[src/rtl/riscv_mc_pkg.sv]
// Shared encodings for the multicycle RV32I core: FSM states, opcodes, mux
// select codes and the control word the main FSM produces each cycle.
package riscv_mc_pkg;

    localparam int unsigned STATE_W = 4;

    typedef enum logic [STATE_W-1:0] {
        S_FETCH    = 4'd0,
        S_DECODE   = 4'd1,
        S_MEMADR   = 4'd2,
        S_MEMREAD  = 4'd3,
        S_MEMWB    = 4'd4,
        S_MEMWRITE = 4'd5,
        S_EXECR    = 4'd6,
        S_EXECI    = 4'd7,
        S_ALUWB    = 4'd8,
        S_BRANCH   = 4'd9,
        S_JAL      = 4'd10,
        S_LUI      = 4'd11
    } state_t;

    localparam logic [6:0] OP_LOAD   = 7'b0000011;
    localparam logic [6:0] OP_STORE  = 7'b0100011;
    localparam logic [6:0] OP_RTYPE  = 7'b0110011;
    localparam logic [6:0] OP_ITYPE  = 7'b0010011;
    localparam logic [6:0] OP_BRANCH = 7'b1100011;
    localparam logic [6:0] OP_JAL    = 7'b1101111;
    localparam logic [6:0] OP_LUI    = 7'b0110111;

    localparam logic [1:0] ALUOP_ADD   = 2'b00;
    localparam logic [1:0] ALUOP_SUB   = 2'b01;
    localparam logic [1:0] ALUOP_FUNCT = 2'b10;

    localparam logic [2:0] ALUCTL_ADD = 3'b000;
    localparam logic [2:0] ALUCTL_SUB = 3'b001;
    localparam logic [2:0] ALUCTL_AND = 3'b010;
    localparam logic [2:0] ALUCTL_OR  = 3'b011;
    localparam logic [2:0] ALUCTL_SLT = 3'b101;

    localparam logic [1:0] RES_ALUOUT    = 2'b00;
    localparam logic [1:0] RES_DATA      = 2'b01;
    localparam logic [1:0] RES_ALURESULT = 2'b10;
    localparam logic [1:0] RES_IMMEXT    = 2'b11;

    localparam logic [1:0] SRCA_PC    = 2'b00;
    localparam logic [1:0] SRCA_OLDPC = 2'b01;
    localparam logic [1:0] SRCA_RD1   = 2'b10;

    localparam logic [1:0] SRCB_WDATA  = 2'b00;
    localparam logic [1:0] SRCB_IMMEXT = 2'b01;
    localparam logic [1:0] SRCB_FOUR   = 2'b10;

    localparam logic [2:0] IMM_I = 3'b000;
    localparam logic [2:0] IMM_S = 3'b001;
    localparam logic [2:0] IMM_B = 3'b010;
    localparam logic [2:0] IMM_J = 3'b011;
    localparam logic [2:0] IMM_U = 3'b100;

    typedef struct packed {
        logic       pc_update;
        logic       branch;
        logic       adr_src;
        logic       mem_write;
        logic       ir_write;
        logic       reg_write;
        logic [1:0] result_src;
        logic [1:0] alu_src_a;
        logic [1:0] alu_src_b;
        logic [1:0] alu_op;
    } ctrl_t;

    // Immediate format is a pure function of the opcode.
    function automatic logic [2:0] imm_src_of(input logic [6:0] op);
        case (op)
            OP_STORE:  return IMM_S;
            OP_BRANCH: return IMM_B;
            OP_JAL:    return IMM_J;
            OP_LUI:    return IMM_U;
            default:   return IMM_I;
        endcase
    endfunction

endpackage

[src/rtl/alu_decoder.sv]
// Maps ALUOp plus funct fields to the ALU operation code.
module alu_decoder
    import riscv_mc_pkg::*;
(
    input  logic [1:0] alu_op_i,
    input  logic [2:0] funct3_i,
    input  logic       funct7b5_i,
    input  logic       op5_i,
    output logic [2:0] alu_control_o
);

    always_comb begin
        alu_control_o = ALUCTL_ADD;
        case (alu_op_i)
            ALUOP_ADD: alu_control_o = ALUCTL_ADD;
            ALUOP_SUB: alu_control_o = ALUCTL_SUB;
            ALUOP_FUNCT: begin
                case (funct3_i)
                    // Only R-type sets op[5]; for I-type bit 30 is immediate data.
                    3'b000:  alu_control_o = (op5_i & funct7b5_i) ? ALUCTL_SUB : ALUCTL_ADD;
                    3'b010:  alu_control_o = ALUCTL_SLT;
                    3'b110:  alu_control_o = ALUCTL_OR;
                    3'b111:  alu_control_o = ALUCTL_AND;
                    default: alu_control_o = ALUCTL_ADD;
                endcase
            end
            default: alu_control_o = ALUCTL_ADD;
        endcase
    end

endmodule

[src/rtl/multicycle_control_fsm.sv]
// Main control unit of the multicycle RV32I core: Moore FSM sequencing the
// shared memory/ALU datapath, with branch-taken and ALU decode as Mealy terms.
module multicycle_control_fsm
    import riscv_mc_pkg::*;
(
    input  logic               CLK,
    input  logic               RST,
    input  logic [6:0]         op,
    input  logic [2:0]         funct3,
    input  logic               funct7b5,
    input  logic               Zero,
    output logic               PCWrite,
    output logic               AdrSrc,
    output logic               MemWrite,
    output logic               IRWrite,
    output logic               RegWrite,
    output logic [1:0]         ResultSrc,
    output logic [1:0]         ALUSrcA,
    output logic [1:0]         ALUSrcB,
    output logic [2:0]         ALUControl,
    output logic [2:0]         ImmSrc,
    output logic [STATE_W-1:0] State
);

    state_t state_q;
    state_t state_d;
    ctrl_t  ctrl;
    logic   branch_taken;

    always_ff @(posedge CLK) begin
        if (RST) begin
            state_q <= S_FETCH;
        end else begin
            state_q <= state_d;
        end
    end

    always_comb begin
        state_d = S_FETCH;
        case (state_q)
            S_FETCH:  state_d = S_DECODE;
            S_DECODE: begin
                case (op)
                    OP_LOAD, OP_STORE: state_d = S_MEMADR;
                    OP_RTYPE:          state_d = S_EXECR;
                    OP_ITYPE:          state_d = S_EXECI;
                    OP_BRANCH:         state_d = S_BRANCH;
                    OP_JAL:            state_d = S_JAL;
                    OP_LUI:            state_d = S_LUI;
                    default:           state_d = S_FETCH;
                endcase
            end
            S_MEMADR:   state_d = op[5] ? S_MEMWRITE : S_MEMREAD;
            S_MEMREAD:  state_d = S_MEMWB;
            S_MEMWB:    state_d = S_FETCH;
            S_MEMWRITE: state_d = S_FETCH;
            S_EXECR:    state_d = S_ALUWB;
            S_EXECI:    state_d = S_ALUWB;
            S_ALUWB:    state_d = S_FETCH;
            S_BRANCH:   state_d = S_FETCH;
            S_JAL:      state_d = S_ALUWB;
            S_LUI:      state_d = S_FETCH;
            default:    state_d = S_FETCH;
        endcase
    end

    always_comb begin
        ctrl = '0;
        case (state_q)
            S_FETCH: begin
                ctrl.ir_write   = 1'b1;
                ctrl.pc_update  = 1'b1;
                ctrl.alu_src_a  = SRCA_PC;
                ctrl.alu_src_b  = SRCB_FOUR;
                ctrl.alu_op     = ALUOP_ADD;
                ctrl.result_src = RES_ALURESULT;
            end
            S_DECODE: begin
                ctrl.alu_src_a = SRCA_OLDPC;
                ctrl.alu_src_b = SRCB_IMMEXT;
                ctrl.alu_op    = ALUOP_ADD;
            end
            S_MEMADR: begin
                ctrl.alu_src_a = SRCA_RD1;
                ctrl.alu_src_b = SRCB_IMMEXT;
                ctrl.alu_op    = ALUOP_ADD;
            end
            S_MEMREAD: begin
                ctrl.result_src = RES_ALUOUT;
                ctrl.adr_src    = 1'b1;
            end
            S_MEMWB: begin
                ctrl.result_src = RES_DATA;
                ctrl.reg_write  = 1'b1;
            end
            S_MEMWRITE: begin
                ctrl.result_src = RES_ALUOUT;
                ctrl.adr_src    = 1'b1;
                ctrl.mem_write  = 1'b1;
            end
            S_EXECR: begin
                ctrl.alu_src_a = SRCA_RD1;
                ctrl.alu_src_b = SRCB_WDATA;
                ctrl.alu_op    = ALUOP_FUNCT;
            end
            S_EXECI: begin
                ctrl.alu_src_a = SRCA_RD1;
                ctrl.alu_src_b = SRCB_IMMEXT;
                ctrl.alu_op    = ALUOP_FUNCT;
            end
            S_ALUWB: begin
                ctrl.result_src = RES_ALUOUT;
                ctrl.reg_write  = 1'b1;
            end
            S_BRANCH: begin
                ctrl.alu_src_a  = SRCA_RD1;
                ctrl.alu_src_b  = SRCB_WDATA;
                ctrl.alu_op     = ALUOP_SUB;
                ctrl.result_src = RES_ALUOUT;
                ctrl.branch     = 1'b1;
            end
            // ALU computes OldPC+4 for the link value while PC takes the DECODE target.
            S_JAL: begin
                ctrl.alu_src_a  = SRCA_OLDPC;
                ctrl.alu_src_b  = SRCB_FOUR;
                ctrl.alu_op     = ALUOP_ADD;
                ctrl.result_src = RES_ALUOUT;
                ctrl.pc_update  = 1'b1;
            end
            S_LUI: begin
                ctrl.result_src = RES_IMMEXT;
                ctrl.reg_write  = 1'b1;
            end
            default: ctrl = '0;
        endcase
    end

    // bne inverts the sense of Zero; every other funct3 behaves as beq.
    assign branch_taken = ctrl.branch & ((funct3 == 3'b001) ? ~Zero : Zero);

    assign PCWrite   = ~RST & (ctrl.pc_update | branch_taken);
    assign MemWrite  = ~RST & ctrl.mem_write;
    assign IRWrite   = ~RST & ctrl.ir_write;
    assign RegWrite  = ~RST & ctrl.reg_write;
    assign AdrSrc    = ctrl.adr_src;
    assign ResultSrc = ctrl.result_src;
    assign ALUSrcA   = ctrl.alu_src_a;
    assign ALUSrcB   = ctrl.alu_src_b;
    assign ImmSrc    = imm_src_of(op);
    assign State     = state_q;

    alu_decoder u_alu_decoder (
        .alu_op_i      (ctrl.alu_op),
        .funct3_i      (funct3),
        .funct7b5_i    (funct7b5),
        .op5_i         (op[5]),
        .alu_control_o (ALUControl)
    );

endmodule

[config.mk]
export PLATFORM = sky130hd
export DESIGN_NAME = multicycle_control_fsm
export DESIGN_NICKNAME = d
export VERILOG_FILES = /design/src/rtl/riscv_mc_pkg.sv /design/src/rtl/alu_decoder.sv /design/src/rtl/multicycle_control_fsm.sv
export SDC_FILE = /design/constraint.sdc
export NUM_CORES = 1
export LEC_CHECK = 0
export CAP_MARGIN = 15
export CORE_MARGIN = 1
export CORE_UTILIZATION = 38
export DETAILED_ROUTE_END_ITERATION = 10
export PLACE_DENSITY_LB_ADDON = 0.25
export SYNTH_ARGS = -nofsm -noshare
export SYNTH_HDL_FRONTEND = slang
export SYNTH_SLANG_ARGS = --single-unit
[constraint.sdc]
create_clock -name CLK -period 1.9 [get_ports CLK]
set_clock_uncertainty 0.05 [all_clocks]
set_input_delay 0.19 -clock CLK [delete_from_list [all_inputs] [get_ports CLK]]
set_output_delay 0.19 -clock CLK [all_outputs]
set_load 0.03 [all_outputs]
Yosys cells after proc, flatten, opt, wreduce, memory -nomap -nowiden

Cells that the tools add are included.

Register bits: 4
Input port bits: 14
Output and inout port bits: 21

Eq/ne operators: 24
Mux-type cells: 16
Bitwise logic cells: 9
Reduce and logical (&&, ||, !) cells: 7

Operators by type and width:

| kind                                           | count |
|---|---|
| case mux 6 bit (7 select lines)                | 1 |
| case mux 3 bit (4 select lines)                | 2 |
| case mux 4 bit (6 select lines)                | 1 |
| == test 7 x 6 -> 1 bit (second input constant) | 3 |
| case mux 4 bit (5 select lines)                | 1 |
| == test 4 x 3 -> 1 bit (second input constant) | 4 |
| == test 4 bit (second input constant)          | 4 |
| == test 7 bit (second input constant)          | 2 |
| == test 4 x 2 -> 1 bit (second input constant) | 2 |
| two-way mux 1 bit                              | 8 |
| == test 7 x 2 -> 1 bit (second input constant) | 1 |
| == test 7 x 5 -> 1 bit (second input constant) | 1 |
| bitwise AND 1 bit                              | 6 |
| == test 3 bit (second input constant)          | 2 |
| case mux 2 bit (3 select lines)                | 1 |
| case mux 3 bit (2 select lines)                | 1 |
| OR reduction 2 bit                             | 3 |
| OR reduction 3 bit                             | 2 |
| == test 4 x 1 -> 1 bit (second input constant) | 1 |
| zero test 4 bit                                | 1 |
| == test 3 x 1 -> 1 bit (second input constant) | 1 |
| == test 3 x 2 -> 1 bit (second input constant) | 1 |
| zero test 3 bit                                | 1 |
| two-way mux 3 bit                              | 1 |
| 4 further kinds                                | 5 |

Depth between registers and ports, before layout

Word-level depth: 5
Mapped depth: 7
Gate-level depth less buffers: 6

Modules after synthesis

A second synthesis with hierarchy kept.

Cells, all modules: 96
Area total of the unflattened synthesis: 721.9 um^2

By module, submodules not included:

| module                 | times used | cells each | area each (um^2) | seq. area each (um^2) |
|---|---|---|---|---|
| multicycle_control_fsm | 1          | 85         | 625.6            | 80.1 |
| alu_decoder            | 1          | 11         | 96.3             | 0.0 |

Worst setup path before layout

No wires, ideal clock.

Path type: in2out
Start: in op[2]
End: out ImmSrc[0]
Arrival time: 2.222 ns
Setup slack: -0.562 ns
Stages on the path: 3
Cells stage by stage: buf_6 -> or3_1 -> a2111oi_0

Word-level cells in the longest chain between the ends: 2
Elaborated cells on any way between the ends: 5
Classes of those cells: eq/ne (4); mux (1)

Ends and longest elaborated chain:

| element                                                        | line                         | RTL |
|---|---|---|
| start, declared                                                | multicycle_control_fsm.sv:8  | `input logic [6:0] op,` |
| == test 7 x 6 -> 1 bit / == test 7 bit (equally long branches) | riscv_mc_pkg.sv:74           | `case (op)` |
| case mux 3 bit (4 select lines) *                              | riscv_mc_pkg.sv:74           |  |
| end, declared                                                  | multicycle_control_fsm.sv:21 | `output logic [2:0] ImmSrc,` |

Mark *: on every way between the ends. The rest lies on a longest branch, timed or not.

Worst setup path after layout

Start: in op[6]
End: out ImmSrc[0]

The elaborated chain is that of the path after synthesis.

==> results.cfg <==
[run_status]
status = finished clean

[power]
switchingPower_mw = 0.126
clkPwrFrac_pct = 29.7
p_leak_nw = 0.486
finalPower_mw = 0.366
ir_worst_vdd_mv = 0.241
power_density_nw_per_um2 = 323
p_comb_share_pct = 46.3
seqPwrFrac_pct = 24.0
swShare_pct = 34.3
internal_power_mw = 0.241

[synthesis]
ys_async_sr_fraction_pct = 0
synth_area_sq_um = 634
syn_nets = 106
synth_seq_cells = 4
synth_edf_count = 0
ys_types = 36
synthCells = 90
syn_area_per_cell_sq_um = 7.05
yosysSeqAreaShare_pct = 12.6
ys_warn_count = 0
synth-main-ff-cell = dfxtp_1

[sta]
worstMarginPinSlew_ps = 321
maxSlewViolCount = 0
setup_ws_ps = 5.99
setup_viol = 0
slew_headroom_pct = 78.6
max_clock_freq_mhz = 528
post-route-min-period_ps = 1890
period_share_pct = 99.7
finalHoldViolCount = 0

[worst_setup_path]
worstSetupStartpoint = op[6]
crit_arrival_ps = 1650
end_kind = primary output
ff2ff_path_depth = 4
worst_setup_path_start_kind = input port
cp.depth = 4
crit_end = ImmSrc[0]
path_class = input port to primary output
reg2reg_slack_ps = 350
critical_path_buf_inv_count = 2
cp_slowest_cell = clkdlybuf4s50_1
critPathMaxStageDelay_ps = 460
crit_path_max_fanout = 4
cp_top_family = buffers and inverters
path_cells = clkdlybuf4s50_1, or3_1, a2111oi_2, buf_4
timing.rr.end = State[0]
r2r_start = State[3]
required_ps = 1660

[floorplan]
die_width_um = 42.9
chipHeight_um = 42.9
start_util_pct = 41.6
rows = 14
coreArea_sq_um = 1520
die-area_sq_um = 1840
io_pins = 35

[grt]
overflow = 0
antenna_found_initial = 0
grt_pass1_wl_mm = 3.25
grt_max_degree = 22
grt.total_usage_pct = 22.4
grt_pass1_vias = 777

[run]
maxCapViolations = 0

[layout]
area.sequential_sq_um = 83.8
mostFrequentLayoutCells = buf_4, clkdlybuf4s50_1, a21oi_1
antennaDiodeCount = 0
num-fill-cells = 125
area_growth_pct = 78.9
multi_input_area_sq_um = 553
drive_gt1_share_pct = 37.2
largest_reg_flops = 4
layout.cells.most_common = buf_4
nets = 155

[cts]
cts_buffer_depth = 2
cts_sinks = 4
clkLatencyLatePin_ps = 230
cts_root_buf = clkbuf_4
cts_buffers = 3
tritoncts = built
clkTransAtPathRegs_ps = 40
htree_levels = 1

[place]
place_ws_ps = -198
dp_hpwl_mm = 1.49
routabilityCongestion = 0.876
io_buffers = 34

[route]
num_vias = 838
via_per_inst = 5.48
wl_per_cell_um = 13.0
wl_mm = 1.99
drc = 0
antenna_left = 0
first_pass_iters = 4
drtIter0Drc = 15

[min_path]
hold_path_class = register to register
[logic make-up after synthesis]
| logic type | Yosys count | synth area share (%) |
|---|---|---|
| buf+inv | 12 | 9.47 |
| flops | 4 | 12.6 |
| fa+ha+maj | 2 | 3.94 |
| xor+xnor | 5 | 6.90 |
| compound gates | 20 | 20.3 |
| simple gates | 47 | 46.7 |
[worst min-delay path by stage]
stage / startpoint / end / slack (ps) / cells past startpoint
floorplan: RST / State[3] / 290 / 2
global placement: State[1] / State[2] / 580 / 3
detailed placement: State[1] / State[2] / 600 / 3
CTS: State[1] / State[2] / 610 / 3
global route: State[1] / State[2] / 630 / 3
finish: State[1] / State[2] / 590 / 3
[area by class of cell]
type	instances	area share, %
timing repair buffer	52	38.8
tap	16	1.76
sequential	4	7.39
clock buffer	3	1.98
inverter	4	1.32
multi-input combinational	74	48.7
[Yosys cell counts (all sizes together) (2+ instances only)]
| cell | instances | area (sq um) |
|---|---|---|
| nand2 | 6 | 22.5 |
| and3b | 2 | 17.5 |
| nand4 | 2 | 12.5 |
| a21oi | 7 | 35.0 |
| xor2 | 2 | 17.5 |
| nor3 | 4 | 20.0 |
| nor2b | 6 | 37.5 |
| or3 | 3 | 23.8 |
| and4 | 2 | 17.5 |
| nor2 | 5 | 18.8 |
| nand3 | 3 | 15.0 |
| buf | 7 | 41.3 |
| or4 | 3 | 22.5 |
| nor3b | 4 | 30.0 |
| dfxtp | 4 | 80.1 |
| o21ai | 4 | 20.0 |
| xnor2 | 3 | 26.3 |
| ha | 2 | 25.0 |
| nand3b | 3 | 22.5 |
| inv | 4 | 15.0 |
[timing repair]
action / in CTS / in global routing
pin swaps: 0 / 0
endpoints found under the setup margin: 5 / 4
hold buffers: 0 / 0
buffers inserted: 0 / 0
cloned: 0 / 0
gates resized for setup: 9 / 9
[power by group through the flow]
stage	logic (mW)	registers, mW	clock network (mW)
after floorplan	0.0846	0.0939	0
after global placement	0.164	0.0892	0
after detailed placement	0.167	0.0893	0
after CTS	0.166	0.0879	0.112
after global routing	0.181	0.0881	0.114
final	0.170	0.0879	0.109
[routing by layer]
layer	vias up	track usage, %	wire length, um
met5	-	0	0
met4	0	5.00	0
met3	0	2.55	109
met2	22	41.2	994
met1	387	27.2	886
li1	429	-	-
[worst register-to-register path, stage by stage, from the launching register on]
cell,delay (ps)
dfxtp_2,320
buf_4,170
or3_4,420
or4_1,400
o22ai_1,120
[metrics by stage]
step | hold slack, ps | cell area [sq um] | instances | setup TNS (ps) | utilization, %
2_1_floorplan | 288 | 669 | 90 | -369 | -
3_3_place_gp | 576 | 1090 | 150 | -160 | 71.3
6_report | 592 | 1130 | 153 | 0 | 74.5
3_5_place_dp | 600 | 1090 | 150 | -198 | 71.3
4_1_cts | 609 | 1110 | 153 | 0 | 73.1
5_1_grt | 634 | 1130 | 153 | -43.4 | 74.5
No activity file was read; power rests on OpenSTA's default activity.
